$ cat src/rtl/target_pkg.sv
// Shared types and constants for the snake-game target manager.
package target_pkg;
   typedef enum logic [1:0] {IDLE, SEED, SAMPLE, ARMED} state_t;

   localparam int SCREEN_W = 160;
   localparam int SCREEN_H = 120;
   localparam int X_W      = 8;
   localparam int Y_W      = 7;
endpackage

$ cat src/rtl/target_manager_if.sv
// Handshake/data bundle between the target manager, the LFSR generator and the snake datapath.
interface target_manager_if;
   logic                         start;
   logic [target_pkg::X_W-1:0]   head_x;
   logic [target_pkg::Y_W-1:0]   head_y;
   logic                         head_valid;
   logic [target_pkg::X_W-1:0]   rand_num_X;
   logic [target_pkg::Y_W-1:0]   rand_num_Y;
   logic                         gen_triger;
   logic [15:0]                  gen_seed;
   logic [target_pkg::X_W-1:0]   target_x;
   logic [target_pkg::Y_W-1:0]   target_y;
   logic                         target_valid;
   logic                         hit;
   logic [7:0]                   score;

   modport slave (
      input  start, head_x, head_y, head_valid, rand_num_X, rand_num_Y,
      output gen_triger, gen_seed, target_x, target_y, target_valid, hit, score
   );

   modport master (
      output start, head_x, head_y, head_valid, rand_num_X, rand_num_Y,
      input  gen_triger, gen_seed, target_x, target_y, target_valid, hit, score
   );
endinterface

$ cat src/rtl/target_candidate_check.sv
// Combinational accept decision for one generator candidate: on screen and not under the snake head.
module target_candidate_check
   import target_pkg::*;
#(
   parameter int X_MAX = SCREEN_W,
   parameter int Y_MAX = SCREEN_H
) (
   input  logic [X_W-1:0] cand_x_i,
   input  logic [Y_W-1:0] cand_y_i,
   input  logic [X_W-1:0] head_x_i,
   input  logic [Y_W-1:0] head_y_i,
   output logic           accept_o
);
   logic in_range;
   logic on_head;

   assign in_range = (int'(cand_x_i) < X_MAX) && (int'(cand_y_i) < Y_MAX);
   assign on_head  = (cand_x_i == head_x_i) && (cand_y_i == head_y_i);
   assign accept_o = in_range && !on_head;
endmodule

$ cat src/rtl/target_manager.sv
// Seeds/filters the LFSR target stream, arms a target, reports hits. Optional score counter
// behind macro TARGET_SCORE_EN (undefined: score reads 0).
module target_manager
   import target_pkg::*;
#(
   parameter int X_MAX     = SCREEN_W,
   parameter int Y_MAX     = SCREEN_H,
   parameter int MAX_TRIES = 32
) (
   input  logic          CLK,
   input  logic          RESET,
   target_manager_if.slave bus
);
   localparam logic [X_W-1:0] FALLBACK_X = X_W'(X_MAX / 2);
   localparam logic [Y_W-1:0] FALLBACK_Y = Y_W'(Y_MAX / 2);
   localparam logic [7:0]     TRIES_LAST = 8'(MAX_TRIES - 1);

   state_t         state_q;
   logic [15:0]    seed_cnt_q;
   logic [7:0]     tries_q;
   logic           trig_q;
   logic           hit_q;
   logic           tv_q;
   logic [X_W-1:0] tx_q;
   logic [Y_W-1:0] ty_q;
   logic           accept;
   logic           restart;
   logic           hit_now;

   target_candidate_check #(.X_MAX(X_MAX), .Y_MAX(Y_MAX)) u_check (
      .cand_x_i (bus.rand_num_X),
      .cand_y_i (bus.rand_num_Y),
      .head_x_i (bus.head_x),
      .head_y_i (bus.head_y),
      .accept_o (accept)
   );

   // A start seen while already seeding is absorbed so the trigger never stretches to two cycles.
   assign restart = bus.start && (state_q != SEED);
   assign hit_now = !restart && (state_q == ARMED) && bus.head_valid &&
                    (bus.head_x == tx_q) && (bus.head_y == ty_q);

   always_ff @(posedge CLK) begin
      if (RESET) begin
         state_q    <= IDLE;
         seed_cnt_q <= 16'd0;
         tries_q    <= 8'd0;
         trig_q     <= 1'b0;
         hit_q      <= 1'b0;
         tv_q       <= 1'b0;
         tx_q       <= '0;
         ty_q       <= '0;
      end else begin
         seed_cnt_q <= seed_cnt_q + 16'd1;
         trig_q     <= 1'b0;
         hit_q      <= 1'b0;
         if (restart) begin
            state_q <= SEED;
            trig_q  <= 1'b1;
            tv_q    <= 1'b0;
         end else begin
            case (state_q)
               IDLE: state_q <= IDLE;
               SEED: begin
                  tries_q <= 8'd0;
                  state_q <= SAMPLE;
               end
               SAMPLE: begin
                  if (accept) begin
                     tx_q    <= bus.rand_num_X;
                     ty_q    <= bus.rand_num_Y;
                     tv_q    <= 1'b1;
                     state_q <= ARMED;
                  end else begin
                     tries_q <= tries_q + 8'd1;
                     if (tries_q == TRIES_LAST) begin
                        tx_q    <= FALLBACK_X;
                        ty_q    <= FALLBACK_Y;
                        tv_q    <= 1'b1;
                        state_q <= ARMED;
                     end
                  end
               end
               ARMED: begin
                  if (hit_now) begin
                     hit_q   <= 1'b1;
                     tv_q    <= 1'b0;
                     tries_q <= 8'd0;
                     state_q <= SAMPLE;
                  end
               end
            endcase
         end
      end
   end

`ifdef TARGET_SCORE_EN
   logic [7:0] score_q;

   always_ff @(posedge CLK) begin
      if (RESET || restart)
         score_q <= 8'd0;
      else if (hit_now && (score_q != 8'hFF))
         score_q <= score_q + 8'd1;
   end

   assign bus.score = score_q;
`else
   assign bus.score = 8'h00;
`endif

   // Forcing bit 0 keeps the LFSR out of its all-zero lock-up state.
   assign bus.gen_seed     = seed_cnt_q | 16'h0001;
   assign bus.gen_triger   = trig_q;
   assign bus.hit          = hit_q;
   assign bus.target_valid = tv_q;
   assign bus.target_x     = tx_q;
   assign bus.target_y     = ty_q;
endmodule

$ cat src/flat_wrapper.sv
// flat-port wrapper written by rule: the top's interface ports become plain ports
module target_manager_flat import target_pkg::*;
#(
   parameter int X_MAX     = SCREEN_W,
   parameter int Y_MAX     = SCREEN_H,
   parameter int MAX_TRIES = 32
)
  (CLK, RESET, bus_start, bus_head_x, bus_head_y, bus_head_valid, bus_rand_num_X, bus_rand_num_Y, bus_gen_triger, bus_gen_seed, bus_target_x, bus_target_y, bus_target_valid, bus_hit, bus_score);
  target_manager_if bus_i ();
  input  logic CLK;
  input  logic RESET;
  input wire logic [$bits(bus_i.start)-1:0] bus_start;
  input wire logic [$bits(bus_i.head_x)-1:0] bus_head_x;
  input wire logic [$bits(bus_i.head_y)-1:0] bus_head_y;
  input wire logic [$bits(bus_i.head_valid)-1:0] bus_head_valid;
  input wire logic [$bits(bus_i.rand_num_X)-1:0] bus_rand_num_X;
  input wire logic [$bits(bus_i.rand_num_Y)-1:0] bus_rand_num_Y;
  output wire logic [$bits(bus_i.gen_triger)-1:0] bus_gen_triger;
  output wire logic [$bits(bus_i.gen_seed)-1:0] bus_gen_seed;
  output wire logic [$bits(bus_i.target_x)-1:0] bus_target_x;
  output wire logic [$bits(bus_i.target_y)-1:0] bus_target_y;
  output wire logic [$bits(bus_i.target_valid)-1:0] bus_target_valid;
  output wire logic [$bits(bus_i.hit)-1:0] bus_hit;
  output wire logic [$bits(bus_i.score)-1:0] bus_score;
  assign bus_i.start = bus_start;
  assign bus_i.head_x = bus_head_x;
  assign bus_i.head_y = bus_head_y;
  assign bus_i.head_valid = bus_head_valid;
  assign bus_i.rand_num_X = bus_rand_num_X;
  assign bus_i.rand_num_Y = bus_rand_num_Y;
  assign bus_gen_triger = bus_i.gen_triger;
  assign bus_gen_seed = bus_i.gen_seed;
  assign bus_target_x = bus_i.target_x;
  assign bus_target_y = bus_i.target_y;
  assign bus_target_valid = bus_i.target_valid;
  assign bus_hit = bus_i.hit;
  assign bus_score = bus_i.score;
  target_manager #(.X_MAX(X_MAX), .Y_MAX(Y_MAX), .MAX_TRIES(MAX_TRIES)) u_core (.CLK(CLK), .RESET(RESET), .bus(bus_i));
endmodule
$ cat config.mk
export PLATFORM = sky130hd
export DESIGN_NAME = target_manager_flat
export DESIGN_NICKNAME = d
export VERILOG_FILES = /design/src/rtl/target_pkg.sv /design/src/rtl/target_manager_if.sv /design/src/rtl/target_candidate_check.sv /design/src/rtl/target_manager.sv /design/src/flat_wrapper.sv
export SDC_FILE = /design/constraint.sdc
export NUM_CORES = 1
export LEC_CHECK = 0
export CORE_MARGIN = 2
export CORE_UTILIZATION = 35
export CTS_CLUSTER_SIZE = 16
export DETAILED_ROUTE_END_ITERATION = 8
export HOLD_SLACK_MARGIN = 0.02
export MAX_ROUTING_LAYER = met4
export RECOVER_POWER = 100
export SLEW_MARGIN = 30
export SYNTH_ARGS = -nofsm -noshare
export SYNTH_HDL_FRONTEND = slang
export SYNTH_HIERARCHICAL = 1
export SYNTH_SLANG_ARGS = --single-unit
export TNS_END_PERCENT = 10
$ cat constraint.sdc
create_clock -name CLK -period 3 [get_ports CLK]
set_input_delay 0.6 -clock CLK [delete_from_list [all_inputs] [get_ports CLK]]
set_output_delay 0.6 -clock CLK [all_outputs]
set_load 0.005 [all_outputs]
==> summary.md, run 1 <==
| Metric | Value |
|---|---|
| R2r setup slk | between 1 and 1.5 ns |
| Post-Synth Adder-Cell Area | 1.014% |
| Core area | 6794 um2 |
| Post-CTS Setup Bufs | 0 |
| Total internal power | between 0.0008 and 0.0009 W |
| Synth Flop Type | dfxtp_1 |
| Worst R2R End | u_core/tries_q[2] |
| Max Fclk | 353.8 MHz |
| Vias in the first global route | 2,100 |
| Full die area | 7741 um2 |
| CP Cell Sequence | clkdlybuf4s50_1 -> xnor2_1 -> nand4_1 -> nor4_1 -> a31oi_1 -> or4b_1 -> nor3_1 -> a21oi_1 -> a311oi_2 |
| Synth Register Bits | 44 |
| Clk buf depth | 2 |
| Via count | 2,231 |
| Final hold vios | 0 |
| Power density over the cells | 373.2 nW/um2 |
| WL final | ~6.3 mm |
| Leak | 1.292 nW |
| Routed Antenna Nets | 0 |
| Syn Inst Count | 291 |
| Worst Tran Pin Value | 1.287 ns |
| Largest net degree at the start of global routing | 31 |
| Worst hold path class | reg2reg |
| Post-synth ARST share | 0% |
| Number of synthesized flops with an enable pin | 0 |
| Run status | complete, no violations |
| Die height | 87.99 um |
| Share of cells above drive strength 1 | under 10% |
| RSZ-0062 raised after global routing | false |
| CTS buffer count | 5 |
| Max VDD drop | around 180 uV |
| Final setup viols | 0 |
| Initial DRC Count | 123 |
| NetSw | 0.0003361 W |
| Crit path buf inv count | 1 |
| Hold Path Sink | u_core/seed_cnt_q[0] |
| Skew final | about 0.012 ns |
| Total Routing Usage GR | 17.58% |
| CTS tree | yes |
| Max-Cap Viols | 0 |
| Commonest non-fill, non-tap cells in the layout | 44 x dfxtp_1, 35 x dlygate4sd3_1, 35 x xor2_1 |
| Hold_buf cts | 0 |
| FF-to-FF path depth | 4 |
| Post-CTS Resized | 0 |
| Final Cycle Share | 94.22% |
| Final-report max-slew violation count | 0 |
| CP startpoint kind | input pin |
| Clock-pin slew on the worst setup and hold paths | 0.09 ns |
| Main combinational cell family by area after synthesis | simple AND/OR/NAND/NOR gates |
| Max H-tree Level | 2 |
| Mapped cell area | roughly 2500 um2 |
| Root Buffer | clkbuf_8 |
| Initial Utilization | 36.34% |
| Critical Path Fanout Max | 6 |
| Sw Share | 27.90% |
| Sequential cell area fraction in the yosys report | 35.68% |
| Slowest stage delay, CP | 0.64 ns |
| Diodes inserted | 0 |
| Die width | 87.99 um |
| Clk sinks | 44 |
| First drt pass iteration count | 4 |
| Mux share of post-synthesis cell area | 0% |
| Nets | 383 |
| WP data required | 3.22 ns |
| Worst hold stages | 1 |
| GRT Residual Overflow | 0 |
| Reg-to-Reg Start | u_core/state_q[1] |
| Dpl hpwl | ~4.9 mm |
| Comb power frac | 16.9% |
| Crit path max-delay cell type | or4b_1 |
| Worst slack, placed | -0.09773 ns |
| Layout area overhead | 30.77% |
| DRC viols | 0 |
| GP Congestion | 0.9650 |
| Setup ws final | 0.1734 ns |
| WS Path Type | in2reg |
| Core Rows | 30 |
| Critical Path AT | just over 3 ns |
| Synthesized area per cell | 8.483 um2 |
| Vias per cell | between 5 and 6 |
| Flop pwr share | 50.8% |
| Crit path time final | 2.827 ns |
| Post-Synth XOR/XNOR Area | 14.90% |
| Slew HR | 14.22% |
| Simple-gate share of the synthesized area | 21.74% |
| Final Total Pwr | 0.001205 W |
| First-pass GRT wire length | between 10 and 15 mm |
| Critical path endpoint category | flip-flop |
| Clock power frac | 32.3% |
| Initial antenna violation count | 0 |
| Port Buffers | 66 |
| Count of cell types in the netlist | 43 |
| Commonest non-fill, non-tap cell in the layout | dfxtp_1 |
| Wire per inst | between 10 and 15 um |
| Min-Delay Startpoint | u_core/seed_cnt_q[0] |
| IO Pins | 76 |
| Clk Latency, worst-skew pair | about 0.3 ns |
| Complex-gate fraction of the synthesized area | 16.02% |
| Ys Warns | 6 |
| Critical path's top delay family | simple AND/OR/NAND/NOR gates |
[synth_stat cells, drive strengths merged (5+ instances only)]
cell | number | area share (%)
a31oi | 7 | 1.8
and3 | 5 | 1.3
xnor2 | 7 | 2.5
o21ai | 16 | 3.2
xor2 | 35 | 12
nand3 | 15 | 3.0
clkbuf | 12 | 1.9
o221a | 6 | 2.7
nor2 | 27 | 4.2
nand2 | 8 | 1.2
nand4 | 9 | 2.3
a21oi | 20 | 4.1
dfxtp | 44 | 36
a311oi | 5 | 2.0
nor4 | 11 | 2.8
buf | 27 | 7.9
[flip-flops by register name (all words and copies together), names as in the netlist]
name and flops:
u_core/bus.gen_triger 1, u_core/bus.hit 1, u_core/bus.target_valid 1, u_core/bus.target_x 8, u_core/bus.target_y 7, u_core/seed_cnt_q 16, u_core/state_q 2, u_core/tries_q 8
[area by class of cell]
class                   instances  area (um2)
well taps                      96       120.1
flip-flops and latches         44       880.8
fillers                       663        3566
inverters                       4       15.01
clock inverters                 3       25.02
clock buffers                   5       68.82
multi-input cells             211        1354
repair buffers                 81       764.5
[routing by layer]
metal	part of all wire (%)	vias up	global-route usage, %
li1	-	1129	-
met1	49	1034	24.14
met2	45	62	26.31
met3	4.2	6	3.299
met4	0.87	0	5.035
met5	0	-	-
[worst max path at each step]
stage	from	endpoint	cells past startpoint
after floorplan	bus_rand_num_X[7]	u_core/tries_q[3]	8
after global placement	bus_head_x[0]	u_core/tries_q[5]	10
after detailed placement	bus_head_x[0]	u_core/tries_q[7]	9
after CTS	bus_head_x[0]	u_core/tries_q[3]	9
after global routing	bus_head_x[0]	u_core/tries_q[3]	9
final	bus_head_x[0]	u_core/tries_q[3]	9
[stage by stage]
step | cells | hold slack, ns | TNS (ns) | area, um2 | util (%)
floorplan | 298 | 0.4107 | 0 | 2495 | -
global placement | 436 | 0.4227 | -0.2468 | 3148 | 46.34
detailed placement | 436 | 0.4544 | -0.4399 | 3148 | 46.34
CTS | 444 | 0.4680 | 0 | 3242 | 47.72
global route | 444 | 0.5009 | 0 | 3228 | 47.51
finish | 444 | 0.4608 | 0 | 3228 | 47.51
[logic make-up (layout without fill, tap and decap cells)]
kind of cell | count (synthesis) | after routing
XOR/XNOR | 42 | 42
flip-flops | 44 | 44
AO/OA/AOI/OAI | 60 | 60
adder cells (fa/ha/maj) | 2 | 2
AND/OR/NAND/NOR | 98 | 98
buffers and inverters | 43 | 93
other | 2 | 9
[power groups by stage]
stage,Clock [W],Combinational (W),Sequential [W]
floorplan,0,0.000105,0.000622
global placement,0,0.000209,0.000626
detailed placement,0,0.000208,0.000626
CTS,0.000404,0.000209,0.000613
global route,0.000432,0.000223,0.000615
finish,0.000389,0.000203,0.000612
(Power assumes the default switching activity.)
==> run 2, diff against run 1 <==
--- a/config.mk
+++ b/config.mk
@@ -5,13 +5,12 @@
 export SDC_FILE = /design/constraint.sdc
 export NUM_CORES = 1
 export LEC_CHECK = 0
-export CORE_MARGIN = 2
+export CORE_MARGIN = 4
 export CORE_UTILIZATION = 35
 export CTS_CLUSTER_SIZE = 16
 export DETAILED_ROUTE_END_ITERATION = 8
 export HOLD_SLACK_MARGIN = 0.02
 export MAX_ROUTING_LAYER = met4
-export RECOVER_POWER = 100
 export SLEW_MARGIN = 30
 export SYNTH_ARGS = -nofsm -noshare
 export SYNTH_HDL_FRONTEND = slang
==> summary.md, run 2 (synthesized netlist as in run 1, its figures left out) <==
| Metric | Value |
|---|---|
| GP Congestion | 0.8949 (-7.3%) |
| Slew HR | 65.04% (+51 points) |
| GRT Residual Overflow | 0 (unchanged) |
| Wire per inst | 14.96 um (+4.9%) |
| Post-CTS Resized | 0 (unchanged) |
| Commonest non-fill, non-tap cells in the layout | 66 x clkdlybuf4s50_1, 44 x dfxtp_1, 35 x xor2_1 |
| CTS tree | yes |
| Clk sinks | 44 (unchanged) |
| CP Cell Sequence | clkdlybuf4s50_1 -> xnor2_1 -> nand4_1 -> nor4_1 -> a31oi_1 -> or4b_1 -> buf_4 -> nor2_1 -> a31oi_1 -> a31oi_1 |
| Nets | 383 (unchanged) |
| CTS buffer count | 5 (unchanged) |
| Comb power frac | 16.3% (-0.6 points) |
| Hold_buf cts | 0 (unchanged) |
| First drt pass iteration count | 4 (unchanged) |
| WS Path Type | in2reg |
| IO Pins | 76 (unchanged) |
| CP startpoint kind | input pin |
| Worst Tran Pin Value | 0.5190 ns (-0.7677 ns) |
| Initial antenna violation count | 0 (unchanged) |
| Vias per cell | 5.104 (+1.6%) |
| Root Buffer | clkbuf_8 |
| Max VDD drop | 237.6 uV (+29%) |
| Area after DPL | 3148 um2 (unchanged) |
| Via count | 2,266 (+1.6%) |
| RSZ-0062 raised after global routing | false |
| Routed Antenna Nets | 0 (unchanged) |
| Final instance area | 3263 um2 (+1.1%) |
| Skew final | 0.005767 ns (-0.005966 ns) |
| Worst hold path class | reg2reg |
| Layout area overhead | 32.18% |
| Clk Latency, worst-skew pair | 0.30 ns (about the same) |
| Core Rows | 30 (unchanged) |
| Vias in the first global route | 2,163 (+3.0%) |
| Final Cycle Share | 91.89% (-2.3 points) |
| First-pass GRT wire length | 10.83 mm (+4.5%) |
| Share of cells above drive strength 1 | 9.483% (+0.57 points) |
| Final-report max-slew violation count | 0 (unchanged) |
| Total Routing Usage GR | 16.23% (-1.4 points) |
| Max H-tree Level | 2 (unchanged) |
| Power density over the cells | 397.6 nW/um2 (+6.5%) |
| CP dominant cell by count | a31oi_1 |
| WL final | 6.641 mm (+4.9%) |
| Total internal power | 0.0009566 W (+10%) |
| Die height | 91.99 um (+4.5%) |
| Largest net degree at the start of global routing | 36 (+16%) |
| NetSw | 0.0003410 W (+1.4%) |
| Leak | 1.194 nW (-7.6%) |
| Diodes inserted | 0 (unchanged) |
| Slowest stage delay, CP | 0.65 ns (about the same) |
| Initial DRC Count | 131 (+6.5%) |
| Clk buf depth | 2 (unchanged) |
| Port Buffers | 66 (unchanged) |
| Clock-pin slew on the worst setup and hold paths | 0.09 ns (about the same) |
| Critical path endpoint category | flip-flop |
| Dpl hpwl | 5.072 mm (+3.0%) |
| Critical Path Fanout Max | 6 (unchanged) |
| Clock power frac | 36.5% (+4.2 points) |
| Flop pwr share | 47.2% (-3.6 points) |
| Max Fclk | 362.8 MHz (+2.5%) |
| Largest register FFs | 16 (unchanged) |
| Final setup viols | 0 (unchanged) |
| Biggest register | u_core/seed_cnt_q |
| Post-CTS Setup Bufs | 0 (unchanged) |
| Die width | 91.99 um (+4.5%) |
| DRC viols | 0 (unchanged) |
| Final Total Pwr | 0.001298 W (+7.7%) |
| Critical Path AT | 2.99 ns (-0.06 ns) |
| Max-Cap Viols | 0 (unchanged) |
| Sw Share | 26.28% (-1.6 points) |
| Core area | 6832 um2 (+0.55%) |
| Initial Utilization | 36.14% (-0.20 points) |
| Run status | complete, no violations |
| Final hold vios | 0 (unchanged) |
| Commonest non-fill, non-tap cell in the layout | clkdlybuf4s50_1 |
| Crit path max-delay cell type | or4b_1 |
| Crit path time final | 2.757 ns (-0.06993 ns) |
| Full die area | 8461 um2 (+9.3%) |
| WP data required | 3.23 ns (about the same) |
## run 2: worst max-delay path: cells and delay by family
family	cells	cell delay (ns)
buffers and inverters	2	0.65
XOR/XNOR	1	0.28
AND/OR/NAND/NOR	4	1.06
AO/OA/AOI/OAI	3	0.40
## run 2: power groups by stage
| stage | Clock (W) | Combinational (W) | Sequential, W |
|---|---|---|---|
| after global placement | 0 | 0.000211 | 0.000626 |
| final | 0.000473 | 0.000211 | 0.000613 |
| after floorplan | 0 | 0.000105 | 0.000622 |
| after CTS | 0.000490 | 0.000211 | 0.000613 |
| after detailed placement | 0 | 0.000209 | 0.000626 |
| after global routing | 0.000506 | 0.000230 | 0.000616 |
## run 2: final timing paths
| path | from | endpoint | slack, ns | cells after the start |
|---|---|---|---|---|
| min reg2reg | u_core/seed_cnt_q[0] | u_core/seed_cnt_q[0] | 0.44 | 1 |
| max reg2reg | u_core/state_q[1] | u_core/tries_q[3] | 1.25 | 4 |
| max | bus_head_x[0] | u_core/tries_q[5] | 0.24 | 10 |
| min | u_core/seed_cnt_q[0] | u_core/seed_cnt_q[0] | 0.44 | 1 |
## run 2: routing by layer
metal / global-route usage [%] / vias up / wire (um)
li1: - / 1120 / -
met1: 23.36 / 1068 / 3273
met2: 23.18 / 71 / 2915
met3: 2.871 / 7 / 370
met4: 4.827 / 0 / 81
met5: - / - / 0
## run 2: area by class of cell
| class | instances | area (um2) |
|---|---|---|
| fill | 689 | 3568 |
| clock buffer | 5 | 68.82 |
| multi-input combinational | 211 | 1359 |
| inverter | 4 | 15.01 |
| clock inverter | 3 | 46.29 |
| tap | 96 | 120.1 |
| sequential | 44 | 880.8 |
| timing repair buffer | 81 | 773.2 |
## run 2: metrics by stage
stage	utilization, %	setup slack, ns	setup TNS [ns]	instances	hold slack, ns
after floorplan	-	0.6408	0	298	0.4107
after global placement	46.08	-0.04417	-0.1953	436	0.4292
after detailed placement	46.08	-0.09821	-0.4380	436	0.4340
after CTS	47.77	0.2364	0	444	0.4482
after global routing	47.77	0.1203	0	444	0.5111
final	47.77	0.2433	0	444	0.4443
==> run 3, diff against run 2 <==
--- a/config.mk
+++ b/config.mk
@@ -7,6 +7,7 @@
 export LEC_CHECK = 0
 export CORE_MARGIN = 4
 export CORE_UTILIZATION = 35
+export CTS_CLUSTER_DIAMETER = 100
 export CTS_CLUSTER_SIZE = 16
 export DETAILED_ROUTE_END_ITERATION = 8
 export HOLD_SLACK_MARGIN = 0.02
==> results of run 3 <==
Final layout, timing and power as in run 2 (identical DEF).
